<file path="src/rtl/imem_loader_if.sv">
// ============================================================================
// Module  : imem_loader_if
// Brief   : Byte-stream, instruction-memory write and status bundle for imem_loader.
// Rev     : 1.0  initial release
// ============================================================================
`default_nettype none

interface imem_loader_if;
  logic        byte_valid;
  logic [7:0]  byte_data;
  logic        byte_ready;
  logic        imem_we;
  logic [31:0] imem_addr;
  logic [31:0] imem_wdata;
  logic        cpu_hold;
  logic        load_done;
  logic        load_error;
  logic [15:0] word_count;

  modport slave (
    input  byte_valid, byte_data,
    output byte_ready, imem_we, imem_addr, imem_wdata,
    output cpu_hold, load_done, load_error, word_count
  );

  modport master (
    output byte_valid, byte_data,
    input  byte_ready, imem_we, imem_addr, imem_wdata,
    input  cpu_hold, load_done, load_error, word_count
  );
endinterface

`default_nettype wire

</file>
<file path="src/rtl/imem_loader.sv">
// ============================================================================
// Module  : imem_loader
// Brief   : Boot loader: byte stream -> big-endian words -> imem writes; holds CPU until done.
//           Optional trailing XOR checksum byte: define IMEM_LOADER_CHECKSUM_EN.
// Rev     : 1.0  initial release
// ============================================================================
`default_nettype none

module imem_loader #(
  parameter int          DEPTH_WORDS = 1024,
  parameter logic [31:0] BASE_ADDR   = 32'h0000_0000
) (
  input  wire logic Clk,
  input  wire logic Reset,
  imem_loader_if.slave bus
);

  typedef enum logic [2:0] {
    S_HDR_HI = 3'd0,
    S_HDR_LO = 3'd1,
    S_WORD   = 3'd2,
    S_WRITE  = 3'd3,
`ifdef IMEM_LOADER_CHECKSUM_EN
    S_CHK    = 3'd4,
`endif
    S_DONE   = 3'd5,
    S_ERR    = 3'd6
  } state_t;

  localparam logic [31:0] C_DEPTH = 32'(DEPTH_WORDS);
`ifdef IMEM_LOADER_CHECKSUM_EN
  localparam state_t C_AFTER_LAST = S_CHK;
`else
  localparam state_t C_AFTER_LAST = S_DONE;
`endif

  state_t      r_state;
  state_t      w_next;
  logic [15:0] r_n;
  logic [1:0]  r_idx;
  logic [31:0] r_wdata;
  logic [31:0] r_addr;
  logic [15:0] r_count;
  logic        w_ready;
  logic        w_acc;
  logic [15:0] w_n_hdr;
`ifdef IMEM_LOADER_CHECKSUM_EN
  logic [7:0]  r_xor;
`endif

  always_comb begin
    w_ready = (r_state == S_HDR_HI) || (r_state == S_HDR_LO) || (r_state == S_WORD)
`ifdef IMEM_LOADER_CHECKSUM_EN
              || (r_state == S_CHK)
`endif
              ;
  end

  assign w_acc   = bus.byte_valid && w_ready;
  assign w_n_hdr = {r_n[15:8], bus.byte_data};

  always_ff @(posedge Clk) begin
    if (Reset) r_state <= S_HDR_HI;
    else       r_state <= w_next;
  end

  always_comb begin
    w_next = r_state;
    case (r_state)
      S_HDR_HI: if (w_acc) w_next = S_HDR_LO;
      S_HDR_LO: begin
        if (w_acc) begin
          if ({16'd0, w_n_hdr} > C_DEPTH) w_next = S_ERR;
          else if (w_n_hdr == 16'd0)      w_next = C_AFTER_LAST;
          else                            w_next = S_WORD;
        end
      end
      S_WORD:   if (w_acc && (r_idx == 2'd3)) w_next = S_WRITE;
      S_WRITE:  w_next = ((r_count + 16'd1) == r_n) ? C_AFTER_LAST : S_WORD;
`ifdef IMEM_LOADER_CHECKSUM_EN
      S_CHK:    if (w_acc) w_next = (bus.byte_data == r_xor) ? S_DONE : S_ERR;
`endif
      default:  w_next = r_state;
    endcase
  end

  // Header, shift register and write pointer; a reset discards any partial word.
  always_ff @(posedge Clk) begin
    if (Reset) begin
      r_n     <= 16'd0;
      r_idx   <= 2'd0;
      r_wdata <= 32'd0;
      r_addr  <= BASE_ADDR;
      r_count <= 16'd0;
    end else begin
      if (w_acc && (r_state == S_HDR_HI)) r_n[15:8] <= bus.byte_data;
      if (w_acc && (r_state == S_HDR_LO)) r_n[7:0]  <= bus.byte_data;
      if (w_acc && (r_state == S_WORD)) begin
        r_wdata <= {r_wdata[23:0], bus.byte_data};
        r_idx   <= r_idx + 2'd1;
      end
      if (r_state == S_WRITE) begin
        r_count <= r_count + 16'd1;
        r_addr  <= r_addr + 32'd4;
      end
    end
  end

`ifdef IMEM_LOADER_CHECKSUM_EN
  // Running XOR covers header and payload, never the checksum byte itself.
  always_ff @(posedge Clk) begin
    if (Reset)                             r_xor <= 8'd0;
    else if (w_acc && (r_state != S_CHK)) r_xor <= r_xor ^ bus.byte_data;
  end
`endif

  assign bus.byte_ready = w_ready;
  assign bus.imem_we    = (r_state == S_WRITE);
  assign bus.imem_addr  = r_addr;
  assign bus.imem_wdata = r_wdata;
  assign bus.cpu_hold   = (r_state != S_DONE);
  assign bus.load_done  = (r_state == S_DONE);
  assign bus.load_error = (r_state == S_ERR);
  assign bus.word_count = r_count;

endmodule

`default_nettype wire
</file>
<file path="src/flat_wrapper.sv">
// flat-port wrapper written by rule: the top's interface ports become plain ports
module imem_loader_flat 
#(
  parameter int          DEPTH_WORDS = 1024,
  parameter logic [31:0] BASE_ADDR   = 32'h0000_0000
)
  (Clk, Reset, bus_byte_valid, bus_byte_data, bus_byte_ready, bus_imem_we, bus_imem_addr, bus_imem_wdata, bus_cpu_hold, bus_load_done, bus_load_error, bus_word_count);
  imem_loader_if bus_i ();
  input  wire logic Clk;
  input  wire logic Reset;
  input wire logic [$bits(bus_i.byte_valid)-1:0] bus_byte_valid;
  input wire logic [$bits(bus_i.byte_data)-1:0] bus_byte_data;
  output wire logic [$bits(bus_i.byte_ready)-1:0] bus_byte_ready;
  output wire logic [$bits(bus_i.imem_we)-1:0] bus_imem_we;
  output wire logic [$bits(bus_i.imem_addr)-1:0] bus_imem_addr;
  output wire logic [$bits(bus_i.imem_wdata)-1:0] bus_imem_wdata;
  output wire logic [$bits(bus_i.cpu_hold)-1:0] bus_cpu_hold;
  output wire logic [$bits(bus_i.load_done)-1:0] bus_load_done;
  output wire logic [$bits(bus_i.load_error)-1:0] bus_load_error;
  output wire logic [$bits(bus_i.word_count)-1:0] bus_word_count;
  assign bus_i.byte_valid = bus_byte_valid;
  assign bus_i.byte_data = bus_byte_data;
  assign bus_byte_ready = bus_i.byte_ready;
  assign bus_imem_we = bus_i.imem_we;
  assign bus_imem_addr = bus_i.imem_addr;
  assign bus_imem_wdata = bus_i.imem_wdata;
  assign bus_cpu_hold = bus_i.cpu_hold;
  assign bus_load_done = bus_i.load_done;
  assign bus_load_error = bus_i.load_error;
  assign bus_word_count = bus_i.word_count;
  imem_loader #(.DEPTH_WORDS(DEPTH_WORDS), .BASE_ADDR(BASE_ADDR)) u_core (.Clk(Clk), .Reset(Reset), .bus(bus_i));
endmodule
</file>
<file path="config.mk">
export PLATFORM = sky130hd
export DESIGN_NAME = imem_loader_flat
export DESIGN_NICKNAME = d
export VERILOG_FILES = /design/src/rtl/imem_loader_if.sv /design/src/rtl/imem_loader.sv /design/src/flat_wrapper.sv
export SDC_FILE = /design/constraint.sdc
export NUM_CORES = 1
export LEC_CHECK = 0
export ABC_AREA = 1
export CAP_MARGIN = 20
export CORE_ASPECT_RATIO = 1.75
export CORE_MARGIN = 3
export CORE_UTILIZATION = 53
export CTS_BUF_LIST = sky130_fd_sc_hd__clkbuf_2 sky130_fd_sc_hd__clkbuf_4 sky130_fd_sc_hd__clkbuf_8
export DETAILED_ROUTE_END_ITERATION = 16
export HOLD_SLACK_MARGIN = 0.06
export PLACE_DENSITY = 0.82
export SETUP_SLACK_MARGIN = 0.15
export SLEW_MARGIN = 30
export SYNTH_ARGS = -nofsm -noshare
export SYNTH_HDL_FRONTEND = slang
export SYNTH_SLANG_ARGS = --single-unit
</file>
<file path="constraint.sdc">
create_clock -name Clk -period 2.6 [get_ports Clk]
set_input_delay 0.52 -clock Clk [delete_from_list [all_inputs] [get_ports Clk]]
set_output_delay 0.52 -clock Clk [all_outputs]
set_load 0.01 [all_outputs]
</file>
# [After elaboration in Yosys (flattened, before gate mapping)]
# Cells that the tools add are included.
[classes] add_sub_neg=3 magnitude_cmp=1 n_eq_ne=11 mux=7 reduce_logical=11
[op_table] cell="$add 32x3->32 const B" count=1
[op_table] cell="$mux 3" count=6
[op_table] cell="$add 16x1->16 const B" count=1
[op_table] cell="$eq 16x16->1" count=1
[op_table] cell="$gt 16x11->1 const B" count=1
[op_table] cell="$logic_not 16->1" count=1
[op_table] cell="$pmux 3 s4" count=1
[op_table] cell="$eq 3x2->1 const B" count=2
[op_table] cell="$eq 3x3->1 const B" count=2
[op_table] cell="$ne 2x1->1 const B" count=3
[op_table] cell="$logic_and 1x1->1" count=5
[op_table] cell="$reduce_and 4->1" count=1
[op_table] cell="$reduce_bool 4->1" count=1
[op_table] cell="$eq 3x1->1 const B" count=1
[op_table] cell="$logic_not 3->1" count=1
[op_table] cell="$ne 3x3->1 const B" count=1
[op_table] cell="$add 2x1->2 const B" count=1
[op_table] cell="$eq 2x2->1 const B" count=1
[op_table] cell="$logic_or 1x1->1" count=2
[word_totals] ff_bits=101 inputBits=11 out_inout_bits=85 wordCells=40

# [Depth between registers and ports, before layout]
# Gate-level depths: netlist (run 1).
[depth] depth_word=7 mapped_depth=16 ltp_nobuf=16

# [Worst setup path before layout (run 1)]
# No wires, ideal clock.
[synth_path] kind="flip-flop to flip-flop" from="register u_core.r_count[0] (netlist: u_core.bus.word_count[0])" to="register u_core.r_state[1]" setup_time_ns=0.132 arrival_time_ns=1.786 t_required_ns=2.468 setup_slack_ns=0.682 path_stages_with_launch=15 n_path_buf=0 synth_period_minus_slack_ns=1.918 path_cell_list="dfxtp_1 -> ha_1 -> nand2_1 -> nor2_2 -> nand3_1 -> nand3_1 -> nand2_1 -> nor2_1 -> nand2_1 -> nor2_1 -> nand3_1 -> nand2_1 -> nand2_1 -> nand2_1 -> a21oi_1"
[synth_via] elab_chain_len=4
[synth_lines] item="start, declared" line="imem_loader.sv:43" source="logic [15:0] r_count;"
[synth_lines] item="start signal, assigned" line="imem_loader.sv:103" source="r_count <= r_count + 16'd1;"
[synth_lines] item="$add 16x1->16" line="imem_loader.sv:79" source="S_WRITE: w_next = ((r_count + 16'd1) == r_n) ? C_AFTER_LAST : S_WORD;"
[synth_lines] item="$eq 16x16->1" line="imem_loader.sv:79"
[synth_lines] item="$mux 3" line="imem_loader.sv:79"
[synth_lines] item="$pmux 3 s4" line="imem_loader.sv:69" source="case (r_state)"
[synth_lines] item="end signal, assigned" line="imem_loader.sv:64" source="else r_state <= w_next;"
[synth_lines] item="end, declared" line="imem_loader.sv:37" source="state_t r_state;"
# No other way between the ends.
# A chain may end at the register's enable or synchronous reset.

# [Final worst setup path (run 1)]
[layout_path] from="register u_core.r_state[2]" to="output port bus_load_done"
[layout_via] elab_chain_len=1
[layout_lines] item="$eq 3x3->1" line="imem_loader.sv:122" source="assign bus.load_done = (r_state == S_DONE);"
[layout_lines] item="end, declared" line="flat_wrapper.sv:18" source="output wire logic [$bits(bus_i.load_done)-1:0] bus_load_done;"
# No other way between the ends.

==> results of run 1 <==
-- repair_timing --
action	CTS	global route
hold buffers	0	0
resized for setup	1	3
setup endpoints to repair	1	6
-- worst max-delay path, cell delays in order, from the launching register on --
cell and delay [ns]:
dfxtp_1 0.48, inv_1 0.14, nor3_2 0.25, clkdlybuf4s50_1 0.59
-- power by group through the flow --
stage               logic (mW)  clock network [mW]  registers, mW
detailed placement       0.751                   0           1.82
global route             0.853                1.19           1.81
finish                   0.758                1.11           1.79
floorplan                0.421                   0           1.82
CTS                      0.756                1.13           1.79
global placement         0.732                   0           1.81
-- logic make-up (layout without fill, tap and decap cells) --
kind of cell,after synthesis,in the layout,share of synthesized area
flops,99,99,0.418
other cells,1,2,0.000790
fa+ha+maj,3,3,0.00791
compound gates,141,141,0.157
xor+xnor,6,6,0.0111
simple gates,326,326,0.315
buf+inv,112,206,0.0907
-- registers in the layout, summed over array words and instances, names as in the netlist --
| name | count |
|---|---|
| u_core.bus.word_count | 16 |
| u_core.r_idx | 2 |
| u_core.bus.imem_addr | 30 |
| u_core.r_state | 3 |
| u_core.r_n | 16 |
| u_core.bus.imem_wdata | 32 |
-- layout make-up --
type                       count  area share
clock inverter                 6      0.0145
tap                          117      0.0242
sequential                    99       0.328
inverter                      86      0.0534
timing repair buffer         104       0.168
clock buffer                  10      0.0228
multi-input combinational    478       0.389
-- worst paths after layout --
path              cells after the start                startpoint                end
setup / recovery                      3         u_core.r_state[2]      bus_load_done
hold / removal                        2           u_core.r_idx[0]    u_core.r_idx[0]
setup reg to reg                     13  u_core.bus.word_count[4]  u_core.r_state[1]
hold reg to reg                       2           u_core.r_idx[0]    u_core.r_idx[0]
-- stage by stage --
stage	setup slack, ns	hold WS, ns	cell area [um2]	power [mW]	util
6_report	0.252	0.479	6040	3.66	0.692
5_1_grt	0.160	0.517	6040	3.86	0.692
4_1_cts	0.136	0.481	6030	3.67	0.691
2_1_floorplan	0.682	0.443	4750	2.24	-
3_3_place_gp	0.363	0.454	5800	2.55	0.665
3_5_place_dp	0.297	0.468	5800	2.57	0.665
-- layout by cell type (no fill, tap or decap), types with 2 or more instances in the layout --
master           Yosys  routed
buf_4                2      11
clkbuf_8             0      10
nand3b_1             2       2
conb_1               1       2
o211ai_1             7       7
a31oi_1              2       2
nand2_2              3       2
nand2_1            118     118
nand4_1             15      15
ha_1                 3       3
o21ai_1              2       2
bufinv_16            0       2
clkdlybuf4s50_1      0      93
clkinv_2             0       2
a21oi_1             55      55
inv_2                2       2
nor2_1             100      98
o21ai_0             68      68
xor2_1               4       4
nor2_2               6       8
nand3_1             50      50
xnor2_1              2       2
nor3_1              11      10
nor4_1               6       6
nor2_4               7       7
dfxtp_1             99      98
o21a_1               4       4
inv_1               84      83
-- layer usage --
layer  vias up  global-route usage  share of wire
met4         0               0.106          0.029
met3        29              0.0583          0.039
met2       119               0.464           0.54
met1      2247               0.276           0.39
met5         -                   0              0
li1       2433                   -              -
==> flow_summary.json, run 1 <==
{
  "seq_area_mm2": 0.00198,
  "p_clk_frac": 0.303,
  "synth_cell_type_count": 37,
  "multiInputGateArea_mm2": 0.00235,
  "diodes": 0,
  "tns_ns": 0,
  "cts_buffers": 9,
  "cap_violations": 0,
  "period_share": 0.903,
  "grt-ovfl-total": 0,
  "die_w_um": 77.5,
  "gp_congestion": 0.924,
  "layout_min_cycle_time_ns": 2.35,
  "drv_slew": 0,
  "peakVddDrop_v": 0.000571,
  "clk_latency_ns": 0.37,
  "clk_pin_slew_worst_paths_ns": 0.09,
  "p_sw_frac": 0.302,
  "rsz0062_at_grt": "false",
  "synth.most_common_cell": "nand2_1",
  "dp_hpwl_um": 9290,
  "fin_nets": 792,
  "track_usage": 0.255,
  "worstSetupPathType": "flop to primary output",
  "async_flop_share": 0,
  "r2r_slack_ns": 0.38,
  "grt_pass1_vias": 4792,
  "yosys_register_bits": 99,
  "rows": 45,
  "setup_viol": 0,
  "fin_cells": 900,
  "die_h_um": 131,
  "io_pins": 96,
  "synth_flop_cell": "dfxtp_1",
  "yosys-top-cells-count": "118 x nand2_1, 100 x nor2_1, 99 x dfxtp_1",
  "ys_top_cells_by_area": "dfxtp_1 42%, nand2_1 9.3%, nor2_1 7.9%",
  "antenna_found_initial": 0,
  "clock-skew-final_ns": 0.00692,
  "cp-end-kind": "primary output",
  "avgSynthCellArea_um2": 6.90,
  "dr.pass1.iters": 5,
  "start_util": 0.544,
  "dieArea_mm2": 0.0102,
  "n_fill_cell": 761,
  "worstMarginPinSlew_ns": 0.506,
  "cp-start-kind": "flop",
  "synthesis.area_mm2": 0.00474,
  "power_density_mw_per_mm2": 605,
  "synthesis.instances": 688,
  "drt_iter0_drc": 203,
  "yosysWarnings": 0,
  "drcViolationCount": 0,
  "antenna_left": 0,
  "status": "finished clean",
  "grt_pass1_wl_um": 21400,
  "avgViaCountPerCell": 5.36,
  "cts_tree": "yes",
  "cts_setup_buffers": 0,
  "htreeDepth": 3,
  "grt_max_degree": 59,
  "synth_edf_count": 0,
  "ys_seq_area_frac": 0.418,
  "coreArea_mm2": 0.00873,
  "routedWlPerCell_um": 13.8,
  "power_frac_comb": 0.207,
  "hold_path.class": "flop to flop",
  "drt-total-wl_um": 12400,
  "synth_top_cell_by_area": "dfxtp_1",
  "drive_gt1_frac": 0.0702,
  "clockBufferDepth": 2,
  "portBuffers": 93,
  "seqPwrFrac": 0.490,
  "synth_top_area_frac": 0.418,
  "area_growth_pct": 27.3,
  "route.vias.total": 4828,
  "slew_headroom": 0.663,
  "cts.sinks": 99,
  "fmax_mhz": 426,
  "worstPathMaxFanout": 5,
  "p_int_mw": 2.55,
  "post-place-cells": 884,
  "total_leakage_power_nw": 2.46,
  "required_ns": 2.08,
  "hold_violations": 0,
  "root_buffer": "clkbuf_8",
  "p_sw_mw": 1.10,
  "worst_ep_arrival_time_ns": 1.83
}
Note: power is estimated with default switching activity, not from simulation.
==> run 2: changes to the inputs <==
HOLD_SLACK_MARGIN = 0.05   (was 0.06)
clock period = 2.49 ns   (was 2.6 ns; I/O delays follow)
==> run 2 against run 1 <==
Highest routed layer unchanged. Setup slack better by 0.015 ns. Clock skew is 0.0016 ns higher. Via count up 1.1%. Final cell count stayed put. Critical endpoint unchanged.
==> flow_summary.json, run 2 (synthesis results as in run 1) <==
{
  "grt-ovfl-total": 0,
  "antenna_found_initial": 0,
  "p_int_mw": 2.52,
  "required_ns": 1.99,
  "diodes": 0,
  "seqPwrFrac": 0.514,
  "top_usage_layer": "met2",
  "place_ws_ns": 0.215,
  "grtUsageMet2": 0.444,
  "drt_iter0_drc": 238,
  "cts_buffers": 9,
  "fmax_mhz": 450,
  "slew_headroom": 0.656,
  "whs_endpoint": "u_core.r_n[6]",
  "grt_pass1_vias": 4725,
  "rr_worst_depth": 16,
  "hp-start": "u_core.r_n[6]",
  "die_w_um": 77.5,
  "p_sw_frac": 0.306,
  "dp_hpwl_um": 9460,
  "cts_setup_buffers": 0,
  "rows": 45,
  "cts.sinks": 99,
  "p_sw_mw": 1.12,
  "cp-start-kind": "flop",
  "hold_depth": 2,
  "gp_congestion": 0.907,
  "worstPathMaxFanout": 5,
  "root_buffer": "clkbuf_8",
  "cts_tree": "yes",
  "fin_ws_ns": 0.267,
  "seq_area_mm2": 0.00199,
  "setup_viol": 0,
  "finish.utilization": 0.689,
  "coreArea_mm2": 0.00873,
  "multiInputGateArea_mm2": 0.00236,
  "period_share": 0.893,
  "grt_pass1_wl_um": 21000,
  "p_clk_frac": 0.267,
  "worst_ep_arrival_time_ns": 1.72,
  "grt_use_met3": 0.0364,
  "cts_hold_buf": 0,
  "drv_slew": 0,
  "htreeDepth": 3,
  "drcViolationCount": 0,
  "rsz0062_at_grt": "false",
  "grtUsageMet1": 0.273,
  "cap_violations": 0,
  "grt_max_degree": 59,
  "die_h_um": 131,
  "track_usage": 0.249,
  "final_common_cell": "nand2_1",
  "drt-total-wl_um": 12700,
  "peakVddDrop_v": 0.000504,
  "r2r_start": "u_core.bus.word_count[0]",
  "clk_latency_ns": 0.36,
  "n_fill_cell": 745,
  "routedWlPerCell_um": 14.1,
  "start_util": 0.544,
  "power_frac_comb": 0.219,
  "largest_reg_flops": 32,
  "reg2reg_to": "u_core.r_state[1]",
  "layout_min_cycle_time_ns": 2.22,
  "worstSetupPathType": "flop to primary output",
  "area_growth_pct": 26.8,
  "layout_common_cells": "118 x nand2_1, 97 x nor2_1, 96 x dfxtp_1",
  "r2r_slack_ns": 0.37,
  "cp-end-kind": "primary output",
  "fin_nets": 793,
  "clock-skew-final_ns": 0.00847,
  "avgViaCountPerCell": 5.42,
  "total_leakage_power_nw": 2.44,
  "drive_gt1_frac": 0.0741,
  "tns_ns": 0,
  "hold_ws_ns": 0.477,
  "clockBufferDepth": 2,
  "io_pins": 96,
  "antenna_left": 0,
  "dr.pass1.iters": 5,
  "dieArea_mm2": 0.0102,
  "route.vias.total": 4880,
  "clk_pin_slew_worst_paths_ns": 0.09,
  "power_density_mw_per_mm2": 605,
  "p_total_mw": 3.64,
  "worstMarginPinSlew_ns": 0.516,
  "hold_path.class": "flop to flop",
  "portBuffers": 93,
  "status": "finished clean",
  "hold_violations": 0
}
run 2: cell count changes in the layout (fill, tap and decap cells not counted):
cell / previous run / this run
clkbuf_4: 0 / 3
buf_4: 11 / 12
nor2_1: 98 / 97
dfxtp_1: 98 / 96
dfxtp_2: 1 / 3
clkinv_2: 2 / 0
nor2_4: 7 / 8
bufinv_16: 2 / 0
inv_6: 1 / 0
clkbuf_8: 10 / 11
run 2: worst max-delay path, cell delays in order, from the launching register on:
cell and delay, ns:
dfxtp_2 0.41, inv_1 0.11, nor3_2 0.25, clkdlybuf4s50_1 0.58
run 2: worst max path at each step:
| stage | end | slack (ns) | from |
|---|---|---|---|
| 2_1_floorplan | u_core.r_state[1] | 0.57 | u_core.bus.word_count[0] |
| 3_3_place_gp | u_core.r_state[2] | 0.27 | bus_byte_data[7] |
| 3_5_place_dp | u_core.r_state[1] | 0.21 | bus_byte_data[7] |
| 4_1_cts | bus_load_done | 0.14 | u_core.r_state[2] |
| 5_1_grt | bus_load_done | 0.17 | u_core.r_state[2] |
| 6_report | bus_load_done | 0.27 | u_core.r_state[2] |
run 2: cell type report:
type	count	area share
Multi-Input combinational cell	478	0.392
Sequential cell	99	0.330
Timing Repair Buffer	105	0.170
Clock buffer	14	0.0289
Tap cell	117	0.0243
Clock inverter	1	0.00146
Inverter	86	0.0536
run 2: timing repair:
item                                    4_1_cts  5_1_grt
gates resized for setup                       2        6
endpoints found under the setup margin        3        7
gates cloned                                  0        0
run 2: per-stage QoR:
| step | cells | area [um2] |
|---|---|---|
| final | 900 | 6020 |
| after global routing | 900 | 6020 |
| after CTS | 900 | 6000 |
| after detailed placement | 885 | 5810 |
| after global placement | 885 | 5810 |
| after floorplan | 689 | 4750 |
run 2: layer usage:
layer / routed length (um) / vias to the layer above / part of all wire
met3: 440 / 47 / 0.035
met5: 0 / - / 0
met4: 590 / 0 / 0.046
li1: - / 2428 / -
met2: 6710 / 138 / 0.53
met1: 4960 / 2267 / 0.39
run 2: power groups by stage:
stage	sequential (mW)	combinational, mW	clock [mW]
2_1_floorplan	1.90	0.439	0
3_3_place_gp	1.89	0.770	0
3_5_place_dp	1.90	0.790	0
4_1_cts	1.86	0.795	0.994
5_1_grt	1.89	0.889	1.04
6_report	1.87	0.798	0.970
